==> config.mk <==
export PLATFORM = sky130hd
export DESIGN_NAME = ysyx_23060201_mem_arbiter
export DESIGN_NICKNAME = d
export VERILOG_FILES = /design/src/rtl/ysyx_23060201_mem_arbiter_pkg.sv /design/src/rtl/ysyx_23060201_rr_arb2.sv /design/src/rtl/ysyx_23060201_mem_arbiter.sv
export SDC_FILE = /design/constraint.sdc
export NUM_CORES = 1
export LEC_CHECK = 0
export BUFFER_PORTS_ARGS = -buffer_cell sky130_fd_sc_hd__buf_4
export CAP_MARGIN = 15
export CELL_PAD_IN_SITES_DETAIL_PLACEMENT = 1
export CELL_PAD_IN_SITES_GLOBAL_PLACEMENT = 2
export CORE_ASPECT_RATIO = 0.6
export CORE_UTILIZATION = 26
export CTS_CLUSTER_SIZE = 8
export DETAILED_ROUTE_END_ITERATION = 7
export PLACE_DENSITY_LB_ADDON = 0.3
export SLEW_MARGIN = 20
export SYNTH_ARGS = -nofsm -noshare
export SYNTH_HDL_FRONTEND = slang
export SYNTH_SLANG_ARGS = --single-unit
==> constraint.sdc <==
create_clock -name clk -period 2.35 [get_ports clk]
set_input_delay 0.3525 -clock clk [delete_from_list [all_inputs] [get_ports clk]]
set_output_delay 0.3525 -clock clk [all_outputs]
set_load 0.05 [all_outputs]
==> src/rtl/ysyx_23060201_mem_arbiter_pkg.sv <==
// Shared definitions for the IFU/LSU memory arbiter.
//   state_e   : arbiter FSM encoding (IDLE / WAIT / RESP, 2 bits)
//   OWNER_*   : requester identifiers; also the bit index of each requester
//               in the round-robin request/grant vectors
package ysyx_23060201_mem_arbiter_pkg;

    typedef enum logic [1:0] {
        ST_IDLE = 2'd0,
        ST_WAIT = 2'd1,
        ST_RESP = 2'd2
    } state_e;

    localparam logic OWNER_IFU = 1'b0;
    localparam logic OWNER_LSU = 1'b1;

endpackage

==> src/rtl/ysyx_23060201_rr_arb2.sv <==
// Two-way combinational round-robin arbiter.
//   req  [1:0] in  : request vector, bit OWNER_IFU / bit OWNER_LSU
//   last       in  : requester granted most recently
//   gnt  [1:0] out : one-hot grant (all zero when nobody requests)
module ysyx_23060201_rr_arb2
    import ysyx_23060201_mem_arbiter_pkg::*;
(
    input  logic [1:0] req,
    input  logic       last,
    output logic [1:0] gnt
);

    always_comb begin
        gnt = 2'b00;
        case (req)
            2'b01:   gnt = 2'b01;
            2'b10:   gnt = 2'b10;
            // On a tie the requester that was not served last wins.
            2'b11:   gnt = (last == OWNER_IFU) ? 2'b10 : 2'b01;
            default: gnt = 2'b00;
        endcase
    end

endmodule

==> src/rtl/ysyx_23060201_mem_arbiter.sv <==
// Single-outstanding memory controller sharing one data memory between the
// instruction fetch unit (read-only) and the load/store unit (read/write).
//   clk, rst            : clock, synchronous active-high reset
//   ifu_req_* / ifu_resp_* : IFU request (valid/ready/addr) and response
//   lsu_req_* / lsu_resp_* : LSU request (valid/ready/wen/addr/wdata/wmask)
//                            and response (rdata is 0 for stores)
//   mem_r* / mem_w*     : memory port; mem_rdata is combinational from mem_raddr
// Each access is held on the memory port for MEM_LATENCY (1..15) cycles.
// A store produces exactly one mem_wen pulse, in the first WAIT cycle.
module ysyx_23060201_mem_arbiter
    import ysyx_23060201_mem_arbiter_pkg::*;
#(
    parameter int ADDR_WIDTH  = 32,
    parameter int DATA_WIDTH  = 32,
    parameter int MEM_LATENCY = 1,
    parameter int CNT_WIDTH   = 4
) (
    input  logic                  clk,
    input  logic                  rst,

    input  logic                  ifu_req_valid,
    output logic                  ifu_req_ready,
    input  logic [ADDR_WIDTH-1:0] ifu_req_addr,
    output logic                  ifu_resp_valid,
    input  logic                  ifu_resp_ready,
    output logic [DATA_WIDTH-1:0] ifu_resp_rdata,

    input  logic                  lsu_req_valid,
    output logic                  lsu_req_ready,
    input  logic                  lsu_req_wen,
    input  logic [ADDR_WIDTH-1:0] lsu_req_addr,
    input  logic [DATA_WIDTH-1:0] lsu_req_wdata,
    input  logic [7:0]            lsu_req_wmask,
    output logic                  lsu_resp_valid,
    input  logic                  lsu_resp_ready,
    output logic [DATA_WIDTH-1:0] lsu_resp_rdata,

    output logic                  mem_ren,
    output logic [ADDR_WIDTH-1:0] mem_raddr,
    input  logic [DATA_WIDTH-1:0] mem_rdata,
    output logic                  mem_wen,
    output logic [ADDR_WIDTH-1:0] mem_waddr,
    output logic [DATA_WIDTH-1:0] mem_wdata,
    output logic [7:0]            mem_wmask
);

    localparam logic [CNT_WIDTH-1:0] CNT_INIT = CNT_WIDTH'(MEM_LATENCY - 1);

    state_e                 state_q, state_d;
    logic                   owner_q, owner_d;
    logic                   rr_last_q, rr_last_d;
    logic [ADDR_WIDTH-1:0]  addr_q, addr_d;
    logic                   wen_q, wen_d;
    logic [DATA_WIDTH-1:0]  wdata_q, wdata_d;
    logic [7:0]             wmask_q, wmask_d;
    logic [DATA_WIDTH-1:0]  rdata_q, rdata_d;
    logic [CNT_WIDTH-1:0]   cnt_q, cnt_d;
    logic                   first_q, first_d;

    logic [1:0]             gnt;

    ysyx_23060201_rr_arb2 u_rr_arb2 (
        .req  ({lsu_req_valid, ifu_req_valid}),
        .last (rr_last_q),
        .gnt  (gnt)
    );

    always_ff @(posedge clk) begin
        if (rst) begin
            state_q   <= ST_IDLE;
            owner_q   <= OWNER_IFU;
            rr_last_q <= OWNER_IFU;
            addr_q    <= '0;
            wen_q     <= 1'b0;
            wdata_q   <= '0;
            wmask_q   <= '0;
            rdata_q   <= '0;
            cnt_q     <= '0;
            first_q   <= 1'b0;
        end else begin
            state_q   <= state_d;
            owner_q   <= owner_d;
            rr_last_q <= rr_last_d;
            addr_q    <= addr_d;
            wen_q     <= wen_d;
            wdata_q   <= wdata_d;
            wmask_q   <= wmask_d;
            rdata_q   <= rdata_d;
            cnt_q     <= cnt_d;
            first_q   <= first_d;
        end
    end

    always_comb begin
        state_d        = state_q;
        owner_d        = owner_q;
        rr_last_d      = rr_last_q;
        addr_d         = addr_q;
        wen_d          = wen_q;
        wdata_d        = wdata_q;
        wmask_d        = wmask_q;
        rdata_d        = rdata_q;
        cnt_d          = cnt_q;
        first_d        = first_q;

        ifu_req_ready  = 1'b0;
        lsu_req_ready  = 1'b0;
        ifu_resp_valid = 1'b0;
        ifu_resp_rdata = '0;
        lsu_resp_valid = 1'b0;
        lsu_resp_rdata = '0;
        mem_ren        = 1'b0;
        mem_raddr      = '0;
        mem_wen        = 1'b0;
        mem_waddr      = '0;
        mem_wdata      = '0;
        mem_wmask      = '0;

        case (state_q)
            ST_IDLE: begin
                // Ready follows the grant, so ready implies valid and any
                // non-zero grant is a fire this cycle.
                ifu_req_ready = gnt[OWNER_IFU];
                lsu_req_ready = gnt[OWNER_LSU];
                if (gnt[OWNER_LSU]) begin
                    owner_d = OWNER_LSU;
                    addr_d  = lsu_req_addr;
                    wen_d   = lsu_req_wen;
                    wdata_d = lsu_req_wdata;
                    wmask_d = lsu_req_wmask;
                end else if (gnt[OWNER_IFU]) begin
                    owner_d = OWNER_IFU;
                    addr_d  = ifu_req_addr;
                    wen_d   = 1'b0;
                    wdata_d = '0;
                    wmask_d = '0;
                end
                if (|gnt) begin
                    rr_last_d = gnt[OWNER_LSU] ? OWNER_LSU : OWNER_IFU;
                    cnt_d     = CNT_INIT;
                    first_d   = 1'b1;
                    state_d   = ST_WAIT;
                end
            end

            ST_WAIT: begin
                if (!wen_q) begin
                    mem_ren   = 1'b1;
                    mem_raddr = addr_q;
                end else if (first_q) begin
                    // Single write strobe per store, never repeated while
                    // the access is held for the remaining latency.
                    mem_wen   = 1'b1;
                    mem_waddr = addr_q;
                    mem_wdata = wdata_q;
                    mem_wmask = wmask_q;
                end
                first_d = 1'b0;
                if (cnt_q == '0) begin
                    rdata_d = wen_q ? '0 : mem_rdata;
                    state_d = ST_RESP;
                end else begin
                    cnt_d = cnt_q - CNT_WIDTH'(1);
                end
            end

            ST_RESP: begin
                if (owner_q == OWNER_IFU) begin
                    ifu_resp_valid = 1'b1;
                    ifu_resp_rdata = rdata_q;
                    if (ifu_resp_ready) state_d = ST_IDLE;
                end else begin
                    lsu_resp_valid = 1'b1;
                    lsu_resp_rdata = rdata_q;
                    if (lsu_resp_ready) state_d = ST_IDLE;
                end
            end

            default: state_d = ST_IDLE;
        endcase

        // Registers may still hold a pre-reset access during the reset cycle;
        // keep every output quiet so the memory never sees a stray write.
        if (rst) begin
            ifu_req_ready  = 1'b0;
            lsu_req_ready  = 1'b0;
            ifu_resp_valid = 1'b0;
            ifu_resp_rdata = '0;
            lsu_resp_valid = 1'b0;
            lsu_resp_rdata = '0;
            mem_ren        = 1'b0;
            mem_raddr      = '0;
            mem_wen        = 1'b0;
            mem_waddr      = '0;
            mem_wdata      = '0;
            mem_wmask      = '0;
        end
    end

endmodule

Word level (Yosys, flattened, before mapping)
Index checks and enable logic that the tools add are counted.
Word-level totals
  register bits: 114
  output and inout bits: 174
  logic and storage cells: 94
Operators by class
  add/subtract/negate cells: 1
  eq/ne operators: 10
  muxes and demuxes: 62
  reductions and logical operators: 11
Operator list (number)
  32-bit 2-to-1 mux: 22
  8-bit 2-to-1 mux: 6
  1-bit 2-to-1 mux: 22
  2-bit 2-to-1 mux: 6
  2-bit case mux with 3 select lines: 2
  4-bit 2-to-1 mux: 2
  4-bit case mux with 2 select lines: 1
  2-bit AND reduction: 4
  2-bit equality test (second input constant): 3
  2-bit inequality test (second input constant): 3
  3-bit inequality test (second input constant): 2
  2-bit by 1-bit equality test with 1-bit output (second input constant): 2
  4-bit zero test: 1
  4-bit AND reduction: 1
  2-bit nonzero test: 2
  4-bit by 1-bit subtractor with 4-bit output (second input constant): 1
  3-bit AND reduction: 1
  2-bit zero test: 1
  1-bit case mux with 2 select lines: 1
  2-bit OR reduction: 1

Longest topological paths before layout
Gate-level depths: netlist of the first run.
  depth after elaboration: 5
  mapped depth: 7
  mapped depth without buffers: 5

Hierarchy
A second synthesis of the first run with hierarchy kept.
Second synthesis, totals
  cells, all modules: 631
  area, all modules: 5858.1 µm²
By module, submodules not included
  ysyx_23060201_mem_arbiter: times used 1, cells an instance 628, area an instance 5839.4 µm², seq. area each 2262.2 µm²
  ysyx_23060201_rr_arb2: times used 1, cells an instance 3, area an instance 18.8 µm², seq. area each 0.0 µm²

Least setup slack after synthesis of the first run
No wires, ideal clock.
  kind: input port to output port
  start point: input rst
  end point: output ifu_req_ready
  arrival time: 2279 ps
  data required time: 1997 ps
  slack: -281 ps
  stages: 3
  buffers on the path: 2
  cell sequence: clkbuf_1 -> clkbuf_1 -> nor4_1
Between the ends
  longest elaborated chain between the ends: 1
Ends and longest elaborated chain
  start: declaration: line ysyx_23060201_mem_arbiter.sv:19  | input logic rst,
  1-bit 2-to-1 mux: line ysyx_23060201_mem_arbiter.sv:184  | if (rst) begin
  end: declaration: line ysyx_23060201_mem_arbiter.sv:22  | output logic ifu_req_ready,
No other way between the ends.

Worst setup path in the final report of the first run
  start point: register state_q[1]
  end point: output ifu_resp_rdata[15]
Between the ends
  longest elaborated chain between the ends: 3
Ends and longest elaborated chain
  start: declaration: line ysyx_23060201_mem_arbiter.sv:49  | state_e state_q, state_d;
  start signal: assignment: line ysyx_23060201_mem_arbiter.sv:81  | state_q <= state_d;
  2-bit equality test: line ysyx_23060201_mem_arbiter.sv:119  | case (state_q)
  32-bit 2-to-1 mux: line ysyx_23060201_mem_arbiter.sv:119
  32-bit 2-to-1 mux: line ysyx_23060201_mem_arbiter.sv:184
  end: declaration: line ysyx_23060201_mem_arbiter.sv:26  | output logic [DATA_WIDTH-1:0] ifu_resp_rdata,
No other way between the ends.

==> results.yml, run 1 <==
drt:
  remaining_drc_errors: 0
  first_pass_iters: 4
  wire_per_inst_um: 18.0
  ant_nets: 0
  wl_mm: 22.6
  drt-vias-per-instance: 4.78
  drt_iter0_markers: 195
  vias: 5984
floorplanning:
  die_x_um: 192
  core_um2: 21100
  dieHeight_um: 116
  die_area_um2: 22300
  num_rows: 41
  io_pins: 317
  start_util: 0.267
place:
  place_ws_ns: 0.444
  portBuffers: 316
  hpwl_mm: 15.5
  globalplace.congestion: 0.757
  dpl-instance-area_um2: 8300
pwr:
  powerDensity_nw_per_um2: 675
  max-vdd-ir-drop_mv: 0.397
  power_leakage_nw: 4.11
run:
  cap_violations: 0
finish:
  final_nets: 1103
  syn2layout_area_growth_pct: 59.5
  drive_gt1_frac: 0.406
  fin_area_um2: 9010
grt:
  grt_overflow: 0
  grt_pass1_wl_mm: 33.0
  grt_max_degree: 74
  antenna_found_initial: 1
  grt_util_all_layers: 0.191
  grt_pass1_vias: 5843
synthesis:
  synth_commonest_cells: "and2_1 (168), dfxtp_1 (113), a21oi_1 (69), nand2_1 (69), clkbuf_1 (46)"
  synth_edf_count: 0
  synth_area_um2: 5650
  syn-instance-count: 665
  yosysWarningCount: 0
  synth-seq-area-share: 0.401
  synthArstFlopShare: 0
  synth_nets: 810
  postSynthAreaPerCell_um2: 8.49
  synth.top_cell.area_share: 0.401
  yosysMostFrequentCell: "and2_1"
  yosysUniqueCellTypes: 39
  synth-seq-cells: 113
  synth_flop_cell: "dfxtp_1"
  yosysTopAreaCell: "dfxtp_1"
  yosys-top-cells-area: "dfxtp_1 (40%), and2_1 (19%), a22o_1 (6.4%)"
sta:
  tightest_slew_ns: 0.530
  fmax_mhz: 451
  setup_viol: 0
  skew_ns: 0.0111
  period_needed_ns: 2.22
  finalHoldViolCount: 0
  setup_slack_ns: 0.134
  slew_headroom: 0.647
  setup_tns_ns: 0
  rsz0062_at_grt: "no"
  finalMaxSlewViolations: 0
  min_period_over_period: 0.943
cts:
  cts_tree: "built"
  cts_sinks: 113
  cts_buffers: 17
  clkTransAtPathRegs_ns: 0.06
  insertion_delay_ns: 0.41
  htree_levels: 4
  root_buffer: "clkbuf_16"
  clockBufferDepth: 2
worst_setup_path:
  critical_path_class: "reg2out"
  crit_path_max_fanout: 33
  cp.required_ns: 2.00
  end_kind: "output pin"
  critPathLaunchType: "flop"
  worstPathArrival_ns: 1.86
run_status:
  status: "finished, final reports clean"
min_path:
  hp-class: "in2reg"
## timing repair
item	CTS	global route
hold buffers	0	0
setup endpoints to repair	0	88
buffers inserted	0	1
hold endpoints to repair	0	0
resized for setup	0	2
## through the flow
stage | hold slack (ns) | total power [mW] | util | cells
floorplan | 0.434 | 2.86 | - | 665
global placement | 0.449 | 3.30 | 0.393 | 1215
detailed placement | 0.449 | 3.32 | 0.393 | 1215
CTS | 0.135 | 6.17 | 0.423 | 1247
global route | 0.135 | 6.37 | 0.426 | 1250
finish | 0.160 | 6.08 | 0.426 | 1251
## state kept, by name, summed over array words and instances (netlist names), 2 cells and up
signal / count
wmask_q: 8
wdata_q: 32
state_q: 2
cnt_q: 4
rdata_q: 32
addr_q: 32
## routing by layer
| layer | up-vias | GRT usage | part of all wire |
|---|---|---|---|
| li1 | 2921 | - | - |
| met1 | 2842 | 0.260 | 0.48 |
| met2 | 207 | 0.288 | 0.43 |
| met3 | 14 | 0.0607 | 0.080 |
| met4 | 0 | 0.0562 | 0.0094 |
| met5 | - | 0 | 0 |
## cell families (layout without fill, tap and decap cells)
family | after synthesis | in the layout | synth area share
AOI/OAI and AO/OA | 186 | 186 | 0.220
adders and majority gates | 2 | 2 | 0.00443
buffers and inverters | 73 | 379 | 0.0598
DFF | 113 | 113 | 0.401
other | 0 | 1 | 0
and+or+nand+nor | 291 | 291 | 0.315
## placed cells by master, fill, tap and decap left out, types with 3 or more instances in the layout
master	instances
buf_4	339
and2_1	168
dfxtp_1	111
nand2_1	69
a21oi_1	69
a22o_1	41
o21ai_0	35
nand4b_1	32
a311oi_1	32
clkbuf_16	19
inv_6	5
inv_1	4
bufinv_16	4
or3_1	3
clkinvlp_4	3
## worst paths after layout
path / startpoint / endpoint / slack, ns / depth (start not counted)
max reg2reg: state_q[0]$_SDFFE_PP0P_ / rdata_q[4]$_SDFFE_PP0P_ / 0.64 / 5
min: lsu_req_wdata[30] / wdata_q[30]$_SDFFE_PP0P_ / 0.16 / 2
min reg2reg: wdata_q[6]$_SDFFE_PP0P_ / wdata_q[6]$_SDFFE_PP0P_ / 0.47 / 1
max: state_q[1]$_SDFFE_PP0P_ / ifu_resp_rdata[15] / 0.13 / 5
## critical path: stages (launching register included)
cell,delay [ns]
dfxtp_1,0.32
buf_4,0.20
nor4b_4,0.22
buf_4,0.33
and2_1,0.18
buf_4,0.19
## final cells by class
cell class / count / area (um^2)
timing repair buffer: 343 / 2640
multi-input combinational: 479 / 3110
antenna: 1 / 2.50
clock inverter: 14 / 200
inverter: 4 / 15.0
tap: 279 / 349
fill: 2523 / 12100
clock buffer: 18 / 439
sequential: 113 / 2260
## power breakdown
part	leakage, nW	total [mW]	internal [mW]	switching (mW)
Clock	0.304	2.81	1.82	0.988
Combinational	2.88	1.02	0.445	0.580
Sequential	0.928	2.25	2.11	0.137
Total	4.11	6.08	4.37	1.71
No activity file was read; power rests on OpenSTA's default activity.
==> run 2, diff against run 1 <==
==> constraint.sdc (replaced) <==
create_clock -name clk -period 2.35 [get_ports clk]
set_input_delay 0.47 -clock clk [delete_from_list [all_inputs] [get_ports clk]]
set_output_delay 0.47 -clock clk [all_outputs]
set_load 0.05 [all_outputs]
==> run 2 against run 1 <==
Clock skew fell by 0.0041 ns. Non-clock buffer count grew 7. Highest routed layer unchanged. Global-route usage grew 0.62 points. Critical path depth increased by 1. Clock-buffer cell count grew 3. Largest power group unchanged. Sequential power about the same. Flip-flop and latch count did not move. Die area unchanged. Maximum frequency shrank 2.8%. Total power fell by 2.2%. Critical path type unchanged. Sequential share of layout area decreased by 0.56 points. Register-to-register slack lost 0.09 ns.
==> results.yml, run 2 (synthesis results as in run 1) <==
worst_setup_path:
  slowest_stage: "dfxtp_1"
  cp.required_ns: 1.88
  end_kind: "output pin"
  cp_cell_sequence: "nand2b_4 -> nor3_4 -> buf_4 -> buf_12 -> and2_1 -> buf_4"
  worstPathArrival_ns: 1.81
  r2r-start: "state_q[1]$_SDFFE_PP0P_"
  critPathBufInv: 3
  worstRegToRegCells: 6
  crit_top_cell: "buf_4"
  critical_path_class: "reg2out"
  critPathLaunch: "state_q[1]$_SDFFE_PP0P_"
  crit_path_max_fanout: 29
  max_stage_delay_ns: 0.32
  critPathLaunchType: "flop"
  worst-path-stages: 6
  cp_top_family: "buffers and inverters"
min_path:
  holdPathStages: 2
  hold_path_startpoint: "lsu_req_wdata[27]"
  hp-class: "in2reg"
pwr:
  powerDensity_nw_per_um2: 644
  max-vdd-ir-drop_mv: 0.486
  power_mw: 5.95
  p_switching_mw: 1.65
  switching_share: 0.277
  power_leakage_nw: 4.19
  pwr-share-clk: 0.443
  combPwrFrac: 0.178
  internal_power_mw: 4.30
  power_frac_seq: 0.379
floorplanning:
  dieHeight_um: 116
  die_area_um2: 22300
  die_x_um: 192
  io_pins: 317
  core_um2: 21100
  num_rows: 41
  start_util: 0.267
run:
  cap_violations: 0
cts:
  cts_tree: "built"
  insertion_delay_ns: 0.41
  clkTransAtPathRegs_ns: 0.06
  htree_levels: 4
  cts_buffers: 17
  cts_hold_buffers: 0
  root_buffer: "clkbuf_16"
  clockBufferDepth: 2
  cts_sinks: 113
run_status:
  status: "finished, final reports clean"
place:
  hpwl_mm: 15.8
  globalplace.congestion: 0.742
  portBuffers: 316
  dp_cells: 1215
  dpl-instance-area_um2: 8370
drt:
  first_pass_iters: 4
  vias: 6095
  drt_iter0_markers: 281
  remaining_drc_errors: 0
  ant_nets: 0
  wire_per_inst_um: 18.8
  wl_mm: 23.6
  drt-vias-per-instance: 4.85
grt:
  grt_pass1_vias: 5931
  grt_pass1_wl_mm: 34.1
  grt_overflow: 0
  antenna_found_initial: 2
  grt_max_degree: 44
  grt_util_all_layers: 0.197
sta:
  setup_viol: 0
  finalMaxSlewViolations: 0
  tightest_slew_ns: 0.466
  min_period_over_period: 0.970
  period_needed_ns: 2.28
  skew_ns: 0.00708
  finalHoldViolCount: 0
  setup_tns_ns: 0
  fmax_mhz: 439
  slew_headroom: 0.689
  timing.hold.ws_ns: 0.269
finish:
  multi_input_area_um2: 3120
  n_antenna_cell: 0
  final-seq-area_um2: 2270
  layout_common_cells: "buf_4 (314), and2_1 (163), dfxtp_1 (110)"
  fin_cells: 1257
  fin_area_um2: 9230
  n_fill_cell: 2465
  final_common_cell: "buf_4"
  syn2layout_area_growth_pct: 63.5
  final_nets: 1110
  drive_gt1_frac: 0.414
  reg_top3: "addr_q: 32 flops, rdata_q: 32 flops, wdata_q: 32 flops"
-- run 2: what timing repair did --
item | CTS | global route
pin swaps | 1 | 1
endpoints found under the setup margin | 72 | 88
resized for setup | 5 | 31
gates cloned | 1 | 4
buffers inserted | 1 | 4
hold endpoints to repair | 0 | 0
-- run 2: path summary, 6_finish.rpt --
kind / to / slack (ns)
max: mem_wdata[13] / 0.07
min: wdata_q[27]$_SDFFE_PP0P_ / 0.27
max reg2reg: addr_q[0]$_SDFFE_PP0P_ / 0.55
min reg2reg: first_q$_SDFFE_PP0P_ / 0.46
-- run 2: per-stage QoR --
stage / setup WS (ns) / util
floorplan: 0.0550 / -
global placement: 0.258 / 0.396
detailed placement: 0.262 / 0.396
CTS: 0.00122 / 0.426
global route: -0.0139 / 0.437
finish: 0.0710 / 0.437
-- run 2: cell type report --
class                           instances  share of cell area
Clock buffer                           21              0.0499
Tap cell                              279              0.0378
Multi-Input combinational cell        479               0.338
Inverter                                4             0.00163
Sequential cell                       113               0.246
Timing Repair Buffer                  350               0.313
Clock inverter                         11              0.0148
-- run 2: routing by layer --
layer  up-vias  GRT usage  routed length [um]
met2       213      0.298               10100
met5         -          0                   0
li1       2942          -                   -
met4         0     0.0567                 205
met3        14     0.0709                2120
met1      2926      0.264               11100
-- run 2: power groups by stage --
stage	clock (mW)	combinational, mW	sequential [mW]
after floorplan	0	0.639	2.22
after global placement	0	1.03	2.28
after detailed placement	0	1.05	2.29
after CTS	2.69	1.05	2.25
after global routing	2.79	1.15	2.28
final	2.63	1.06	2.25
==> run 3, diff against run 2 <==
--- a/config.mk
+++ b/config.mk
@@ -10,11 +10,12 @@
 export CELL_PAD_IN_SITES_DETAIL_PLACEMENT = 1
 export CELL_PAD_IN_SITES_GLOBAL_PLACEMENT = 2
 export CORE_ASPECT_RATIO = 0.6
-export CORE_UTILIZATION = 26
+export CORE_UTILIZATION = 27
 export CTS_CLUSTER_SIZE = 8
 export DETAILED_ROUTE_END_ITERATION = 7
 export PLACE_DENSITY_LB_ADDON = 0.3
 export SLEW_MARGIN = 20
 export SYNTH_ARGS = -nofsm -noshare
 export SYNTH_HDL_FRONTEND = slang
+export SYNTH_HIERARCHICAL = 1
 export SYNTH_SLANG_ARGS = --single-unit
==> constraint.sdc (replaced) <==
create_clock -name clk -period 3 [get_ports clk]
set_input_delay 0.6 -clock clk [delete_from_list [all_inputs] [get_ports clk]]
set_output_delay 0.6 -clock clk [all_outputs]
set_load 0.05 [all_outputs]
==> run 3 against run 2 <==
Design area shrank 1.4%. Clock power is 15% lower. Worst setup slack better by 0.20 ns. Clock-buffer cell count shrank 4. Flip-flop and latch count stayed put. First-iteration DRC count fell by 36%. Utilization shrank 0.60 points. Total power rose by 6.8%. Register-to-register slack better by 0.25 ns. Clock skew up 0.0060 ns. Largest power group unchanged. Highest routed layer unchanged.
==> results.yml, run 3 <==
run_status:
  status: "finished, final reports clean"
cts:
  cts_resized: 0
  insertion_delay_ns: 0.41
  cts_buffers: 17
  post_cts_buffers: 0
  root_buffer: "clkbuf_16"
  clkTransAtPathRegs_ns: 0.06
  cts_sinks: 113
  htree_levels: 4
  clockBufferDepth: 2
  cts_hold_buffers: 0
  cts_tree: "built"
grt:
  grt_util_all_layers: 0.182
  grt_pass1_wl_mm: 31.5
  grt_pass1_vias: 5652
  grt_max_degree: 54
  grt_overflow: 0
  antenna_found_initial: 0
drt:
  first_pass_iters: 4
  drt_iter0_markers: 181
  vias: 5698
  drt-vias-per-instance: 4.71
  wire_per_inst_um: 17.6
  wl_mm: 21.3
  remaining_drc_errors: 0
  ant_nets: 0
synthesis:
  synth_top_family_by_area: "simple AND/OR/NAND/NOR gates"
  syn-instance-count: 631
  yosys.area_share.simple: 0.263
  synth-adder-area-share: 0.00427
  yosysUniqueCellTypes: 43
  synth_flop_cell: "dfxtp_1"
  synth_edf_count: 0
  yosysMostFrequentCell: "and2_1"
  postSynthAreaPerCell_um2: 9.28
  synth.top_cell.area_share: 0.386
  yosysTopAreaCell: "dfxtp_1"
  synth-seq-area-share: 0.386
  yosysWarningCount: 6
  synth_area_um2: 5860
  synth-xor-area-share: 0
  yosys-top-cells-area: "dfxtp_1 (39%), and2_1 (18%), a211oi_2 (6.4%)"
  synth_commonest_cells: "and2_1 (169), dfxtp_1 (113), a21oi_1 (66), a22o_1 (41), clkbuf_1 (34)"
  synth-seq-cells: 113
  synthArstFlopShare: 0
  synth_nets: 776
  synth-compound-area-share: 0.230
  synthMuxAreaShare: 0.0566
sta:
  slew_headroom: 0.352
  fmax_mhz: 366
  min_period_over_period: 0.910
  period_needed_ns: 2.73
  finalHoldViolCount: 0
  tightest_slew_ns: 0.972
  setup_tns_ns: 0
  setup_viol: 0
  timing.hold.ws_ns: 0.398
  setup_slack_ns: 0.270
  rsz0062_at_grt: "no"
  finalMaxSlewViolations: 0
  skew_ns: 0.0131
run:
  cap_violations: 0
worst_setup_path:
  r2r-start: "owner_q$_SDFFE_PP0P_"
  crit_path_max_fanout: 53
  worstPathArrival_ns: 2.13
  critPathLaunchType: "flop"
  end_kind: "output pin"
  cp.required_ns: 2.40
  critPathLaunch: "state_q[0]$_SDFFE_PP0P_"
  critical_path_class: "reg2out"
finish:
  reg_top3: "addr_q: 32 flops, rdata_q: 32 flops, wdata_q: 32 flops"
  drive_gt1_frac: 0.444
  n_fill_cell: 2479
  layout_common_cells: "buf_4 (336), and2_1 (168), dfxtp_1 (113)"
  multi_input_area_um2: 3290
  final_nets: 1064
  fin_area_um2: 9110
  fin_cells: 1211
  final-seq-area_um2: 2260
  final_util: 0.431
  final_common_cell: "buf_4"
  syn2layout_area_growth_pct: 55.4
  n_antenna_cell: 0
floorplanning:
  die_area_um2: 22300
  die_x_um: 192
  start_util: 0.277
  dieHeight_um: 116
  io_pins: 317
  core_um2: 21100
  num_rows: 41
pwr:
  power_leakage_nw: 4.12
  powerDensity_nw_per_um2: 697
  power_mw: 6.35
  max-vdd-ir-drop_mv: 0.434
place:
  dpl-instance-area_um2: 8460
  hpwl_mm: 15.3
  dp_cells: 1179
  globalplace.congestion: 0.748
  place_ws_ns: 0.468
  portBuffers: 316
min_path:
  hold_path_startpoint: "lsu_req_wdata[1]"
  hp-class: "in2reg"
==> run 3: final timing paths <==
kind	endpoint	cells past startpoint	slack [ns]
max reg2reg	addr_q[19]$_SDFFE_PP0P_	5	0.80
max	mem_wdata[21]	5	0.27
min	wdata_q[1]$_SDFFE_PP0P_	2	0.40
min reg2reg	wmask_q[2]$_SDFFE_PP0P_	1	0.47
==> run 3: final cells by class <==
class	count	area share
Multi-Input combinational cell	445	0.361
Timing Repair Buffer	337	0.279
Sequential cell	113	0.248
Clock buffer	17	0.0467
Tap cell	279	0.0383
Clock inverter	15	0.0240
Inverter	5	0.00206
==> run 3: cell families after synthesis <==
group | count (synthesis)
AOI/OAI and AO/OA | 183
adders and majority gates | 2
buffers and inverters | 73
DFF | 113
muxes | 33
and+or+nand+nor | 227
==> run 3: metal layers <==
metal  GRT usage  share of wire  up-vias
met1       0.243           0.47     2697
met4      0.0457         0.0088        0
li1            -              -     2809
met5           0              0        -
met3      0.0667          0.082       14
met2       0.277           0.44      178
==> run 3: worst max-delay path: stages, from the launching register on <==
cell      delay [ns]
dfxtp_1         0.56
nand2b_1        0.23
nor3_4          0.26
buf_12          0.23
and2_1          0.19
buf_4           0.20
==> run 3: report_power, final <==
group | leakage, nW | total [mW] | switching [mW] | internal [mW]
registers | 0.927 | 2.09 | 0.248 | 1.84
clock network | 0.316 | 2.23 | 0.809 | 1.42
logic | 2.88 | 2.04 | 1.27 | 0.770
total | 4.12 | 6.35 | 2.33 | 4.02
